## config.mk

```make
export PLATFORM = sky130hd
export DESIGN_NAME = aes_key_expander
export DESIGN_NICKNAME = d
export VERILOG_FILES = /design/src/rtl/aes_pkg.sv /design/src/rtl/aes_sbox.sv /design/src/rtl/aes_key_expander.sv
export SDC_FILE = /design/constraint.sdc
export NUM_CORES = 2
export LEC_CHECK = 0
export ABC_AREA = 1
export CORE_AREA = 2 2 657 659
export CTS_CLUSTER_SIZE = 20
export DETAILED_ROUTE_END_ITERATION = 8
export DIE_AREA = 0 0 659 661
export HOLD_SLACK_MARGIN = 0.06
export PLACE_DENSITY = 0.41
export SETUP_SLACK_MARGIN = 0.15
export SKIP_LAST_GASP = 1
export SLEW_MARGIN = 20
export SYNTH_ARGS = -nofsm -noshare
export SYNTH_HDL_FRONTEND = slang
export SYNTH_HIERARCHICAL = 1
export SYNTH_SLANG_ARGS = --single-unit
```

## constraint.sdc

```tcl
create_clock -name CLK -period 51.5 [get_ports CLK]
set_input_delay 15.45 -clock CLK [delete_from_list [all_inputs] [get_ports CLK]]
set_output_delay 15.45 -clock CLK [all_outputs]
set_load 0.05 [all_outputs]
```

## src/rtl/aes_pkg.sv

```systemverilog
// Shared AES types and constants for the key schedule and, later, the cipher datapath.
package aes_pkg;

  typedef logic [7:0]   aes_byte_t;
  typedef logic [31:0]  aes_word_t;
  typedef logic [127:0] aes_key_t;

  typedef enum logic [1:0] {
    IDLE   = 2'd0,
    EXPAND = 2'd1,
    DONE   = 2'd2
  } ks_state_t;

  localparam int NUM_ROUNDS = 10;

  // Round constants; entry 0 is never used because round 0 is the cipher key itself.
  localparam aes_byte_t RCON [0:10] = '{
    8'h00, 8'h01, 8'h02, 8'h04, 8'h08, 8'h10,
    8'h20, 8'h40, 8'h80, 8'h1b, 8'h36
  };

  // Byte-wise left rotate of a word: {a0,a1,a2,a3} -> {a1,a2,a3,a0}.
  function automatic aes_word_t rot_word(input aes_word_t w);
    return {w[23:0], w[31:24]};
  endfunction

endpackage

```

## src/rtl/aes_sbox.sv

```systemverilog
// Combinational AES forward S-box, one byte in, one byte out.
module aes_sbox (
  input  logic [7:0] byte_val,
  output logic [7:0] sub_val
);

  // Table stored MSB-first: entry n lives at bit offset 8*n from the left.
  localparam logic [0:2047] SBOX_TABLE = {
    128'h637c777bf26b6fc53001672bfed7ab76,
    128'hca82c97dfa5947f0add4a2af9ca472c0,
    128'hb7fd9326363ff7cc34a5e5f171d83115,
    128'h04c723c31896059a071280e2eb27b275,
    128'h09832c1a1b6e5aa0523bd6b329e32f84,
    128'h53d100ed20fcb15b6acbbe394a4c58cf,
    128'hd0efaafb434d338545f9027f503c9fa8,
    128'h51a3408f929d38f5bcb6da2110fff3d2,
    128'hcd0c13ec5f974417c4a77e3d645d1973,
    128'h60814fdc222a908846eeb814de5e0bdb,
    128'he0323a0a4906245cc2d3ac629195e479,
    128'he7c8376d8dd54ea96c56f4ea657aae08,
    128'hba78252e1ca6b4c6e8dd741f4bbd8b8a,
    128'h703eb5664803f60e613557b986c11d9e,
    128'he1f8981169d98e949b1e87e9ce5528df,
    128'h8ca1890dbfe6426841992d0fb054bb16
  };

  // Table lookup indexed by the input byte.
  always_comb begin
    sub_val = SBOX_TABLE[{byte_val, 3'b000} +: 8];
  end

endmodule

```

## src/rtl/aes_key_expander.sv

```systemverilog
// Iterative AES-128 key schedule: one round key per clock into an 11-entry store,
// exposed both flat and through a round-indexed read port for the decryptor.
module aes_key_expander #(
  parameter int NUM_ROUNDS = 10
) (
  input  logic          CLK,
  input  logic          RESET,
  input  logic          KS_START,
  input  logic [127:0]  KS_KEY,
  input  logic [3:0]    KS_ROUND_IDX,
  output logic [127:0]  KS_ROUND_KEY,
  output logic [1407:0] KEY_SCHEDULE,
  output logic          KS_BUSY,
  output logic          KS_DONE
);
  import aes_pkg::*;

  if (NUM_ROUNDS != 10) begin : g_illegal_rounds
    $error("aes_key_expander supports AES-128 only (NUM_ROUNDS must be 10)");
  end

  localparam logic [3:0] LAST_ROUND = 4'(NUM_ROUNDS);

  ks_state_t state_r;
  logic [3:0] cnt_r;
  logic       start_q_r;
  logic       busy_r;
  logic       done_r;
  aes_key_t   key_store_r [0:NUM_ROUNDS];

  logic       start_pulse_s;
  aes_key_t   prev_key_s;
  aes_byte_t  rcon_s;
  aes_word_t  rot_s;
  aes_word_t  sub_s;
  aes_word_t  temp_s;
  aes_word_t  w0_s, w1_s, w2_s, w3_s;
  aes_key_t   next_key_s;

  assign start_pulse_s = KS_START & ~start_q_r;

  // Previous round key and round constant; guarded so an idle counter never indexes out of range.
  always_comb begin
    if ((cnt_r >= 4'd1) && (cnt_r <= LAST_ROUND)) begin
      prev_key_s = key_store_r[cnt_r - 4'd1];
      rcon_s     = RCON[cnt_r];
    end else begin
      prev_key_s = 128'd0;
      rcon_s     = 8'h00;
    end
  end

  assign rot_s = rot_word(prev_key_s[31:0]);

  for (genvar b = 0; b < 4; b++) begin : g_subword
    aes_sbox u_sbox (
      .byte_val (rot_s[8*b +: 8]),
      .sub_val  (sub_s[8*b +: 8])
    );
  end

  // One key-schedule round: chained XOR of the previous words with the transformed last word.
  always_comb begin
    temp_s     = sub_s ^ {rcon_s, 24'h000000};
    w0_s       = prev_key_s[127:96] ^ temp_s;
    w1_s       = prev_key_s[95:64]  ^ w0_s;
    w2_s       = prev_key_s[63:32]  ^ w1_s;
    w3_s       = prev_key_s[31:0]   ^ w2_s;
    next_key_s = {w0_s, w1_s, w2_s, w3_s};
  end

  // Control FSM, start-edge detector, key store and registered status flags.
  always_ff @(posedge CLK or posedge RESET) begin
    if (RESET) begin
      state_r   <= IDLE;
      cnt_r     <= 4'd0;
      start_q_r <= 1'b0;
      busy_r    <= 1'b0;
      done_r    <= 1'b0;
      for (int i = 0; i <= NUM_ROUNDS; i++) begin
        key_store_r[i] <= 128'd0;
      end
    end else begin
      start_q_r <= KS_START;
      case (state_r)
        IDLE, DONE: begin
          if (start_pulse_s) begin
            key_store_r[0] <= KS_KEY;
            cnt_r          <= 4'd1;
            state_r        <= EXPAND;
            busy_r         <= 1'b1;
            done_r         <= 1'b0;
          end
        end
        EXPAND: begin
          // Start edges here are deliberately ignored; the running key is already latched.
          key_store_r[cnt_r] <= next_key_s;
          if (cnt_r == LAST_ROUND) begin
            cnt_r   <= 4'd0;
            state_r <= DONE;
            busy_r  <= 1'b0;
            done_r  <= 1'b1;
          end else begin
            cnt_r <= cnt_r + 4'd1;
          end
        end
        default: begin
          cnt_r   <= 4'd0;
          state_r <= IDLE;
          busy_r  <= 1'b0;
          done_r  <= 1'b0;
        end
      endcase
    end
  end

  // Round-indexed read port; indices beyond the last round read as zero.
  always_comb begin
    if (KS_ROUND_IDX <= LAST_ROUND) begin
      KS_ROUND_KEY = key_store_r[KS_ROUND_IDX];
    end else begin
      KS_ROUND_KEY = 128'd0;
    end
  end

  for (genvar r = 0; r <= NUM_ROUNDS; r++) begin : g_flat
    assign KEY_SCHEDULE[1407 - 128*r -: 128] = key_store_r[r];
  end

  assign KS_BUSY = busy_r;
  assign KS_DONE = done_r;

endmodule

```

==> impl_metrics.json <==
{
  "grt_start_max_net_pins": 160,
  "synth_area_per_cell_um2": 6.80,
  "fmax_mhz": 27.4,
  "post-route-min-period_ps": 36530,
  "worstPathCellList": "buf_8 -> inv_8 -> nor2_4 -> buf_12 -> buf_4 -> buf_4 -> buf_4 -> a221oi_1 -> o21ai_0 -> a32o_1 -> clkdlybuf4s50_1",
  "critical_path.startpoint_type": "input pin",
  "count_of_standard_cell_rows": 241,
  "floorplan.core_area_mm2": 0.429,
  "cts.repair_timing.setup_buffer_count": 0,
  "synth-seq-cells": 1416,
  "wire_length_of_the_first_global_routing_pass_mm": 1010,
  "post_dp_hpwl_mm": 560,
  "worst_setup_path_startpoint": "KS_ROUND_IDX[1]",
  "critical_path_peak_fanout": 115,
  "globalRouteOverflowTotal": 0,
  "drcViolationCount": 0,
  "crit_path_frequent_cell": "sky130_fd_sc_hd__buf_4",
  "clock_sinks": 1416,
  "mappedNetlistNets": 14138,
  "place_congestion": 0.961,
  "io_buffer_count": 1672,
  "number_of_antenna_violations_at_the_first_check_in_global_routing": 70,
  "nNetsFinal": 15006,
  "final-seq-area_mm2": 0.0354,
  "asyncSetResetFlopFracSynth": 1.00,
  "layout-drive-gt1-share": 0.0577,
  "syn_inst": 13940,
  "n_fill_cell": 46973,
  "rsz0062_at_grt": "false",
  "tritoncts": "built",
  "h_tree_lvls": 4,
  "max_cap_viol_count": 0,
  "max_slew.worst_pin.slew_ps": 1350,
  "totalNegativeSetupSlack_ps": 0,
  "hold_viol": 0,
  "route.antenna.remaining_nets": 0,
  "multi_input_comb_area_mm2": 0.0502,
  "global_route.usage.total": 0.338,
  "clockRootBuffer": "sky130_fd_sc_hd__clkbuf_16",
  "cts_max_path_buffers": 4,
  "cts-hold-fix-buffers": 0,
  "critPathSlowestCell": "sky130_fd_sc_hd__clkdlybuf4s50_1",
  "fp.dieArea_mm2": 0.436,
  "drt-initial-drc-count": 15178,
  "yosys_warnings": 6,
  "hold_path_startpoint": "state_r[0]",
  "detail_route.vias_per_cell": 5.43,
  "synth-edff-count": 0,
  "ys_seq_area_frac": 0.374,
  "crit_path_max_cell_delay_ps": 1190,
  "fp.dieW_um": 659,
  "finalClockSkew_ps": 94.3,
  "ioPinCount": 1673,
  "path_class": "in2out",
  "drt-pass1-iter-count": 8,
  "worst_ep_arrival_time_ps": 21080,
  "required_ps": 36050,
  "report.final.slew_viol_count": 0,
  "critPathCaptureType": "output port",
  "outcome": "finished, final reports clean",
  "setup_violations": 0,
  "clk_transition_reported_paths_ps": 60,
  "wirelength_mm": 768,
  "clkLatencyLatePin_ps": 970,
  "max_slew_margin": 0.0969,
  "drt-wirelength-per-cell_um": 37.1,
  "r2r_start": "cnt_r[0]",
  "grt_pass1_vias": 102834,
  "initial_utilization": 0.221,
  "period_share": 0.709,
  "synth-main-ff-cell": "sky130_fd_sc_hd__dfrtp_1",
  "area_overhead_vs_synth_pct": 28.0,
  "syn_area_mm2": 0.0947,
  "total_cts_buffers": 191,
  "worstHoldPathType": "reg2reg",
  "hold_slack_ps": 468,
  "vias": 112453,
  "ys_types": 49,
  "die_y_um": 661,
  "cts-resized-gates": 0
}
## cells in the final DEF, fill, tap and decap left out, types with 42 or more instances in the layout
| cell | netlist | routed |
|---|---|---|
| sky130_fd_sc_hd__clkbuf_16 | 0 | 193 |
| sky130_fd_sc_hd__diode_2 | 0 | 42 |
| sky130_fd_sc_hd__a22oi_1 | 49 | 49 |
| sky130_fd_sc_hd__nand3_2 | 40 | 43 |
| sky130_fd_sc_hd__o21ai_0 | 1726 | 1726 |
| sky130_fd_sc_hd__inv_2 | 61 | 59 |
| sky130_fd_sc_hd__buf_4 | 126 | 232 |
| sky130_fd_sc_hd__nand3_1 | 2160 | 2157 |
| sky130_fd_sc_hd__nor2_1 | 661 | 647 |
| sky130_fd_sc_hd__a32o_1 | 128 | 128 |
| sky130_fd_sc_hd__o211ai_1 | 109 | 109 |
| sky130_fd_sc_hd__a21oi_1 | 616 | 616 |
| sky130_fd_sc_hd__clkbuf_1 | 654 | 47 |
| sky130_fd_sc_hd__clkdlybuf4s50_1 | 0 | 1661 |
| sky130_fd_sc_hd__a221oi_1 | 141 | 141 |
| sky130_fd_sc_hd__inv_1 | 734 | 719 |
| sky130_fd_sc_hd__dfrtp_1 | 1416 | 1415 |
| sky130_fd_sc_hd__nand2_1 | 4074 | 4070 |
| sky130_fd_sc_hd__o2111ai_1 | 55 | 55 |
| sky130_fd_sc_hd__o22ai_1 | 58 | 58 |
| sky130_fd_sc_hd__nand2_2 | 55 | 56 |
| sky130_fd_sc_hd__clkbuf_8 | 0 | 49 |
| sky130_fd_sc_hd__a31oi_1 | 110 | 110 |
| sky130_fd_sc_hd__ha_1 | 63 | 62 |
| sky130_fd_sc_hd__o21ai_1 | 196 | 196 |
| sky130_fd_sc_hd__nand4_1 | 87 | 87 |
## through the flow
step	setup slack, ps	util	instance area (um^2)	cells
floorplan	16450	-	94700	13940
global placement	15220	0.268	115000	20325
detailed placement	15140	0.268	115000	20325
CTS	15130	0.282	121000	20666
global route	15030	0.282	121000	20693
finish	14970	0.282	121000	20708
## area by class of cell
type                    count  share of cell area
flip-flops and latches   1416               0.292
repair buffers           1915               0.155
inverters                 813              0.0269
clock inverters            53             0.00509
diodes                     42            0.000867
well taps                5710              0.0589
multi-input cells       10471               0.414
clock buffers             288              0.0468
## worst max-delay path, delay by kind of cell
| family | cells | cell delay (ps) |
|---|---|---|
| buffers and inverters | 7 | 4300 |
| AOI/OAI and AO/OA | 3 | 530 |
| and+or+nand+nor | 1 | 270 |
## cell usage after synthesis, types with 63 or more instances
master                     count  area share
sky130_fd_sc_hd__nand4_1      87      0.0057
sky130_fd_sc_hd__ha_1         63      0.0083
sky130_fd_sc_hd__a221oi_1    141       0.013
sky130_fd_sc_hd__inv_1       734       0.029
sky130_fd_sc_hd__o211ai_1    109      0.0086
sky130_fd_sc_hd__a21oi_1     616       0.033
sky130_fd_sc_hd__buf_6        72      0.0086
sky130_fd_sc_hd__buf_2       314       0.017
sky130_fd_sc_hd__nand2_1    4074        0.16
sky130_fd_sc_hd__nand3_1    2160        0.11
sky130_fd_sc_hd__clkbuf_1    654       0.026
sky130_fd_sc_hd__nor2_1      661       0.026
sky130_fd_sc_hd__a31oi_1     110      0.0073
sky130_fd_sc_hd__a32o_1      128       0.014
sky130_fd_sc_hd__o21ai_0    1726       0.091
sky130_fd_sc_hd__dfrtp_1    1416        0.37
sky130_fd_sc_hd__o21ai_1     196       0.010
sky130_fd_sc_hd__buf_4       126       0.010
## sequential cells by signal (all words and copies together), names as in the netlist
signal / count
cnt_r: 4
KEY_SCHEDULE: 1408
KS_BUSY: 1
state_r: 2
start_q_r: 1
## cells by family after synthesis
family          Yosys count  synth area share
buf+inv                2053            0.0984
compound gates         3204             0.191
simple gates           7203             0.328
xor+xnor                  1         0.0000925
fa+ha+maj                63           0.00832
flops                  1416             0.374
## worst paths after layout
kind | endpoint | slack, ps | cells past startpoint
min reg2reg | cnt_r[0] | 470 | 1
max in group asynchronous | KEY_SCHEDULE[767] | 31060 | 9
min in group asynchronous | KEY_SCHEDULE[1044] | 14930 | 2
min | cnt_r[0] | 470 | 1
max reg2reg | KEY_SCHEDULE[1308] | 40530 | 34
max | KS_ROUND_KEY[65] | 14970 | 11
## layer usage
layer,vias up,part of all wire,global-route usage
met5,-,0.00013,0
met3,1284,0.087,0.0821
met2,6467,0.43,0.515
met4,14,0.086,0.240
met1,55892,0.39,0.418
li1,48796,-,-
Power is not shown: default switching activity piles up to over one toggle a cycle in this logic, so the estimate is an artifact.
